**src/rtl/age_ordered_req_buf.sv**
```systemverilog
// Out-of-order request buffer: allocates free slots, tracks relative age in a
// matrix, wakes waiters by tag and issues the oldest ready entry downstream.
module age_ordered_req_buf #(
  parameter int EntryCount = 4,
  parameter int DataWidth  = 32,
  parameter int TagWidth   = 4,
  parameter int IdxWidth   = $clog2(EntryCount)
) (
  input  logic                 clk,
  input  logic                 rst,
  input  logic                 enq_vld_i,
  output logic                 enq_rdy_o,
  input  logic [DataWidth-1:0] enq_data_i,
  input  logic                 enq_wait_i,
  input  logic [TagWidth-1:0]  enq_tag_i,
  input  logic                 wake_vld_i,
  input  logic [TagWidth-1:0]  wake_tag_i,
  output logic                 deq_vld_o,
  input  logic                 deq_rdy_i,
  output logic [DataWidth-1:0] deq_data_o,
  output logic [IdxWidth-1:0]  deq_idx_o,
  output logic [IdxWidth:0]    occupancy_o,
  output logic                 full_o,
  output logic                 empty_o
);

  logic [EntryCount-1:0] r_vld;
  logic [EntryCount-1:0] r_rdy;
  logic [TagWidth-1:0]   r_tag   [EntryCount];
  logic [DataWidth-1:0]  r_data  [EntryCount];
  logic [EntryCount-1:0] r_older [EntryCount];
  logic                  r_lock_vld;
  logic [IdxWidth-1:0]   r_lock_idx;
  logic [IdxWidth:0]     r_occ;

  logic [EntryCount-1:0] w_cand;
  logic [IdxWidth-1:0]   w_old_idx;
  logic [IdxWidth-1:0]   w_free_idx;
  logic [IdxWidth-1:0]   w_pres_idx;
  logic                  w_full;
  logic                  w_enq_fire;
  logic                  w_deq_fire;
  logic                  w_enq_rdy_st;
  logic [IdxWidth:0]     w_occ_nxt;

  assign w_cand = r_vld & r_rdy;

  // A candidate is oldest when its row marks it older than every other candidate.
  always_comb begin
    logic w_ok;
    w_old_idx = '0;
    for (int r = 0; r < EntryCount; r++) begin
      w_ok = w_cand[r];
      for (int c = 0; c < EntryCount; c++) begin
        if (c != r && w_cand[c] && !r_older[r][c]) w_ok = 1'b0;
      end
      if (w_ok) w_old_idx = IdxWidth'(r);
    end
  end

  always_comb begin
    w_free_idx = '0;
    for (int i = EntryCount - 1; i >= 0; i--) begin
      if (!r_vld[i]) w_free_idx = IdxWidth'(i);
    end
  end

  assign w_full       = (r_occ == (IdxWidth+1)'(EntryCount));
  assign w_pres_idx   = r_lock_vld ? r_lock_idx : w_old_idx;
  assign w_enq_fire   = enq_vld_i & ~w_full;
  assign w_deq_fire   = deq_vld_o & deq_rdy_i;
  assign w_enq_rdy_st = ~enq_wait_i | (wake_vld_i & (wake_tag_i == enq_tag_i));
  assign w_occ_nxt    = r_occ + (IdxWidth+1)'(w_enq_fire) - (IdxWidth+1)'(w_deq_fire);

  assign enq_rdy_o   = ~w_full;
  assign deq_vld_o   = r_lock_vld | (|w_cand);
  assign deq_idx_o   = w_pres_idx;
  assign deq_data_o  = r_data[w_pres_idx];
  assign occupancy_o = r_occ;
  assign full_o      = w_full;
  assign empty_o     = (r_occ == '0);

  always_ff @(posedge clk) begin
    if (rst) begin
      r_vld      <= '0;
      r_rdy      <= '0;
      r_lock_vld <= 1'b0;
      r_lock_idx <= '0;
      r_occ      <= '0;
      for (int i = 0; i < EntryCount; i++) r_older[i] <= '0;
    end else begin
      for (int i = 0; i < EntryCount; i++) begin
        if (wake_vld_i && r_vld[i] && !r_rdy[i] && r_tag[i] == wake_tag_i) r_rdy[i] <= 1'b1;
      end
      // A stalled presentation is pinned so a later-waking older entry cannot swap it out.
      if (w_deq_fire) begin
        r_vld[w_pres_idx] <= 1'b0;
        r_rdy[w_pres_idx] <= 1'b0;
        r_lock_vld        <= 1'b0;
      end else if (deq_vld_o) begin
        r_lock_vld <= 1'b1;
        r_lock_idx <= w_pres_idx;
      end
      if (w_enq_fire) begin
        r_vld[w_free_idx]   <= 1'b1;
        r_rdy[w_free_idx]   <= w_enq_rdy_st;
        r_older[w_free_idx] <= '0;
        for (int c = 0; c < EntryCount; c++) begin
          if (c != int'(w_free_idx)) r_older[c][w_free_idx] <= r_vld[c];
        end
      end
      r_occ <= w_occ_nxt;
    end
  end

  always_ff @(posedge clk) begin
    if (w_enq_fire) begin
      r_data[w_free_idx] <= enq_data_i;
      r_tag[w_free_idx]  <= enq_tag_i;
    end
  end

endmodule

```
**config.mk**
```make
export PLATFORM = sky130hd
export DESIGN_NAME = age_ordered_req_buf
export DESIGN_NICKNAME = d
export VERILOG_FILES = /design/src/rtl/age_ordered_req_buf.sv
export SDC_FILE = /design/constraint.sdc
export NUM_CORES = 1
export LEC_CHECK = 0
export BUFFER_PORTS_ARGS = -buffer_cell sky130_fd_sc_hd__buf_2
export CORE_MARGIN = 2
export CORE_UTILIZATION = 62
export DETAILED_ROUTE_END_ITERATION = 10
export PLACE_DENSITY = 0.85
export SLEW_MARGIN = 10
export SYNTH_ARGS = -nofsm -noshare
export SYNTH_HDL_FRONTEND = slang
export SYNTH_SLANG_ARGS = --single-unit
```
**constraint.sdc**
```tcl
create_clock -name clk -period 8.6 [get_ports clk]
set_clock_uncertainty 0.2 [all_clocks]
set_input_delay 1.72 -clock clk [delete_from_list [all_inputs] [get_ports clk]]
set_output_delay 1.72 -clock clk [all_outputs]
set_load 0.05 [all_outputs]
```
==> impl.org <==
** Synthesis
- Synth async-reset ratio :: 0
- Fraction of the yosys area taken by sequential cells :: 0.7002
- Area fraction of the dominant cell type after synthesis :: 0.6329
- By area the synthesized netlist is led by edfxtp_1, dfxtp_1, nand2_1, a22oi_2, a21oi_1.
- Number of warning messages in the yosys log :: 0
- A synthesized cell averages 14.15 um2.
- Synthesis produced a netlist with a net count of 532.
- Synthesis produced a netlist whose cell count is 483.
- Post-synthesis instance area :: 0.006833 mm2
- For this run, the leading register cell type out of synthesis is edfxtp_1.
- Distinct cell type count of the synthesized netlist :: 50
- Largest area contributor in the synthesized netlist :: edfxtp_1
- In this run, synthesis inferred 144 flip-flops with an integrated enable.
- Number of synthesized register bits :: 167

** Placement
- Port Buf Inserts :: 86
- At the end of routability-driven placement, the weighted congestion stood at 0.8300.
- Detailed placement ended at an HPWL of 8.720 mm.
- Including well taps, the total number of placed cells is 682.

** Timing
- The final count of pins violating max slew is 0.
- For the finished layout, the period the worst path requires is 5782 ps.
- The final number of hold-violating endpoints came to 0.
- Final Hold Slack :: 320.4 ps
- Fin Setup TNS :: 0 ps
- For the pin with the worst max-slew slack, the measured transition is 926.4 ps.
- Unrepaired setup endpoints after global routing :: no
- In this run the tightest slew margin relative to its limit is 0.3824.
- Max Clock Freq :: 0.1730 GHz
- In the finished design, the share of the clock period the worst path needs comes to 0.6723.
- Setup violations remaining at the end of the flow were counted as 0.

** Detailed routing
- First-pass DRT Iterations :: 5
- After detailed routing, the number of remaining DRC violations is 0.
- Violation count after the first detailed-route iteration :: 393
- The detail route stage leaves a number of antenna-violating nets equal to 0.
- The final route contains 4322 vias.
- Routed wirelength normalized by instance count :: 20.44 um
- Using the TritonRoute via totals, the vias-per-cell ratio works out to 6.053.
- Post-detailed-routing wire length :: 14.59 mm

** Final layout
- 0 antenna diodes ended up in the layout.
- Non-filler cells in the finished layout :: 714
- In the final design database the tool counted 610 nets.
- In the final layout, the share of cells above drive strength 1 is 0.3014.
- Leading cell types in the layout, fill and taps excluded :: edfxtp_1, buf_2, nand2_1
- Compared with the post-synthesis result, the final layout area differs by 15.64%.
- Utilization of the core after routing :: 0.7321
- Leading cell type in the layout, fill and taps excluded :: edfxtp_1

** Floorplan
- Starting Density :: 0.6331
- In this run the count of I/O pins placed on the die edge is 87.
- The die covers 0.01188 mm2.
- The core region is 0.01079 mm2.
- Row Count :: 38
- The die is 109.0 um tall.
- Die span in x :: 109.0 um

** Worst setup path
- Endpoint required time on the critical path :: 6680 ps
- STA classifies the critical path startpoint as a flip-flop.
- Largest driver fanout on the critical path :: 38
- Arrival time at the worst endpoint :: 3860 ps
- Register-to-register setup slack :: 4920 ps
- Type of destination of the critical path :: output port
- Path type of the worst setup path :: reg2out

** Clock network
- Counting the buffers created by CTS gives 17.
- CTS-repair resized insts :: 0
- CTS root buf :: clkbuf_8
- Post-CTS clock slew at the launch and capture registers of the worst setup and hold paths :: 70 ps
- Clock latency reported for the late side of the worst-skew pair :: 530 ps
- Buffers inserted to repair hold after CTS numbered 0.
- Maximum level of the CTS H-tree :: 4
- In this run the deepest clock path goes through 2 buffers.
- Once the clock tree was built, the setup fixing pass inserted 0 buffers.
- Number of sinks on the clock net :: 167
- Clock tree from TritonCTS :: done

** Pwr
- In this run the static leakage power is 2.789 nW.
- Across the VDD grid, the largest voltage drop is 213.0 uV.
- P per Cell Area :: 266.8 mW/mm2

** GRT
- Largest net degree at the start of global routing :: 70
- The total overflow left after global routing is 0.
- Via count of the first global-routing pass :: 4376
- Wire length of the first global-routing pass :: 22.37 mm
- Overall Global Routing Usage :: 0.2572
- Initial antenna violation count :: 0

** Min path
- Worst min-delay path class :: reg2reg

** Status
- The flow ran to the end, and the final reports show no timing, DRC or antenna violations.

** Run
- The tool flagged a number of max-cap violations equal to 0.
-- per-layer routing --
metal | track usage | part of all wire | vias up
met5 | 0 | 0 | -
met4 | 0.08700 | 0.014 | 0
met3 | 0.06993 | 0.075 | 20
li1 | - | - | 1960
met1 | 0.3222 | 0.40 | 2138
met2 | 0.4348 | 0.52 | 204
-- flip-flops by register name, summed over array words and instances, names as in the netlist --
name,cells
r_data,128
r_tag,16
r_older,9
r_rdy,4
r_vld,4
occupancy_o,3
r_lock_idx,2
r_lock_vld,1
-- per-stage QoR --
| stage | total power [mW] | cell area (um2) | worst slack (ps) |
|---|---|---|---|
| 2_1_floorplan | 1.258 | 6833 | 3285 |
| 3_3_place_gp | 1.338 | 7301 | 3567 |
| 3_5_place_dp | 1.354 | 7301 | 3427 |
| 4_1_cts | 2.114 | 7901 | 2848 |
| 5_1_grt | 2.173 | 7901 | 2627 |
| 6_report | 2.108 | 7901 | 2818 |
-- report_power, final --
part           switching [mW]  internal (mW)  leakage (nW)
registers              0.0320          0.947          1.51
clock network           0.299          0.468         0.284
logic                   0.267         0.0947         0.998
total                   0.598           1.51          2.79
-- logic make-up after synthesis --
| kind of cell | synth area share |
|---|---|
| XOR/XNOR | 0.02820 |
| flip-flops | 0.7002 |
| AO/OA/AOI/OAI | 0.1421 |
| buffers and inverters | 0.03644 |
| multiplexers | 0.007325 |
| AND/OR/NAND/NOR | 0.07911 |
| adder cells (fa/ha/maj) | 0.006592 |
-- path summary, 6_finish.rpt --
path	start	to	cells past startpoint
hold / removal	r_lock_idx[1]$_SDFFE_PP0P_	r_lock_idx[1]$_SDFFE_PP0P_	2
setup / recovery	r_vld[0]$_SDFF_PP0_	deq_data_o[22]	8
hold reg to reg	r_lock_idx[1]$_SDFFE_PP0P_	r_lock_idx[1]$_SDFFE_PP0P_	2
setup reg to reg	r_vld[0]$_SDFF_PP0_	r_rdy[0]$_SDFF_PP0_	7
-- cell usage after synthesis, types with 2 or more instances --
| cell | n |
|---|---|
| inv_1 | 9 |
| a22oi_1 | 12 |
| a21oi_1 | 48 |
| nor2b_1 | 3 |
| a211oi_1 | 6 |
| a22oi_2 | 20 |
| buf_6 | 7 |
| buf_4 | 3 |
| o311a_1 | 2 |
| xnor2_1 | 7 |
| ha_1 | 2 |
| and2_1 | 2 |
| a21oi_2 | 21 |
| dfxtp_1 | 23 |
| xor2_1 | 15 |
| nor3_1 | 16 |
| nor2_1 | 11 |
| mux2i_1 | 5 |
| a41o_1 | 4 |
| nand3_1 | 3 |
| buf_2 | 8 |
| nor4_1 | 2 |
| nand2_1 | 72 |
| nand3b_1 | 2 |
| clkbuf_1 | 12 |
| edfxtp_1 | 144 |
-- final cells by class --
type / instances / area, um2
clock buffer: 18 / 417.9
clock inverter: 14 / 182.7
fill: 647 / 2892
inverter: 11 / 43.79
multi-input combinational: 273 / 1829
sequential: 167 / 4785
tap: 140 / 175.2
timing repair buffer: 91 / 467.9
-- critical path, cell delays in order (launching register included) --
cell,delay (ps)
dfxtp_1,550
nand2_4,110
o2111ai_1,270
o311a_2,810
clkinv_1,590
buf_4,440
a21oi_1,200
a22oi_1,100
buf_2,230
Power figures use the tool's default switching activity.
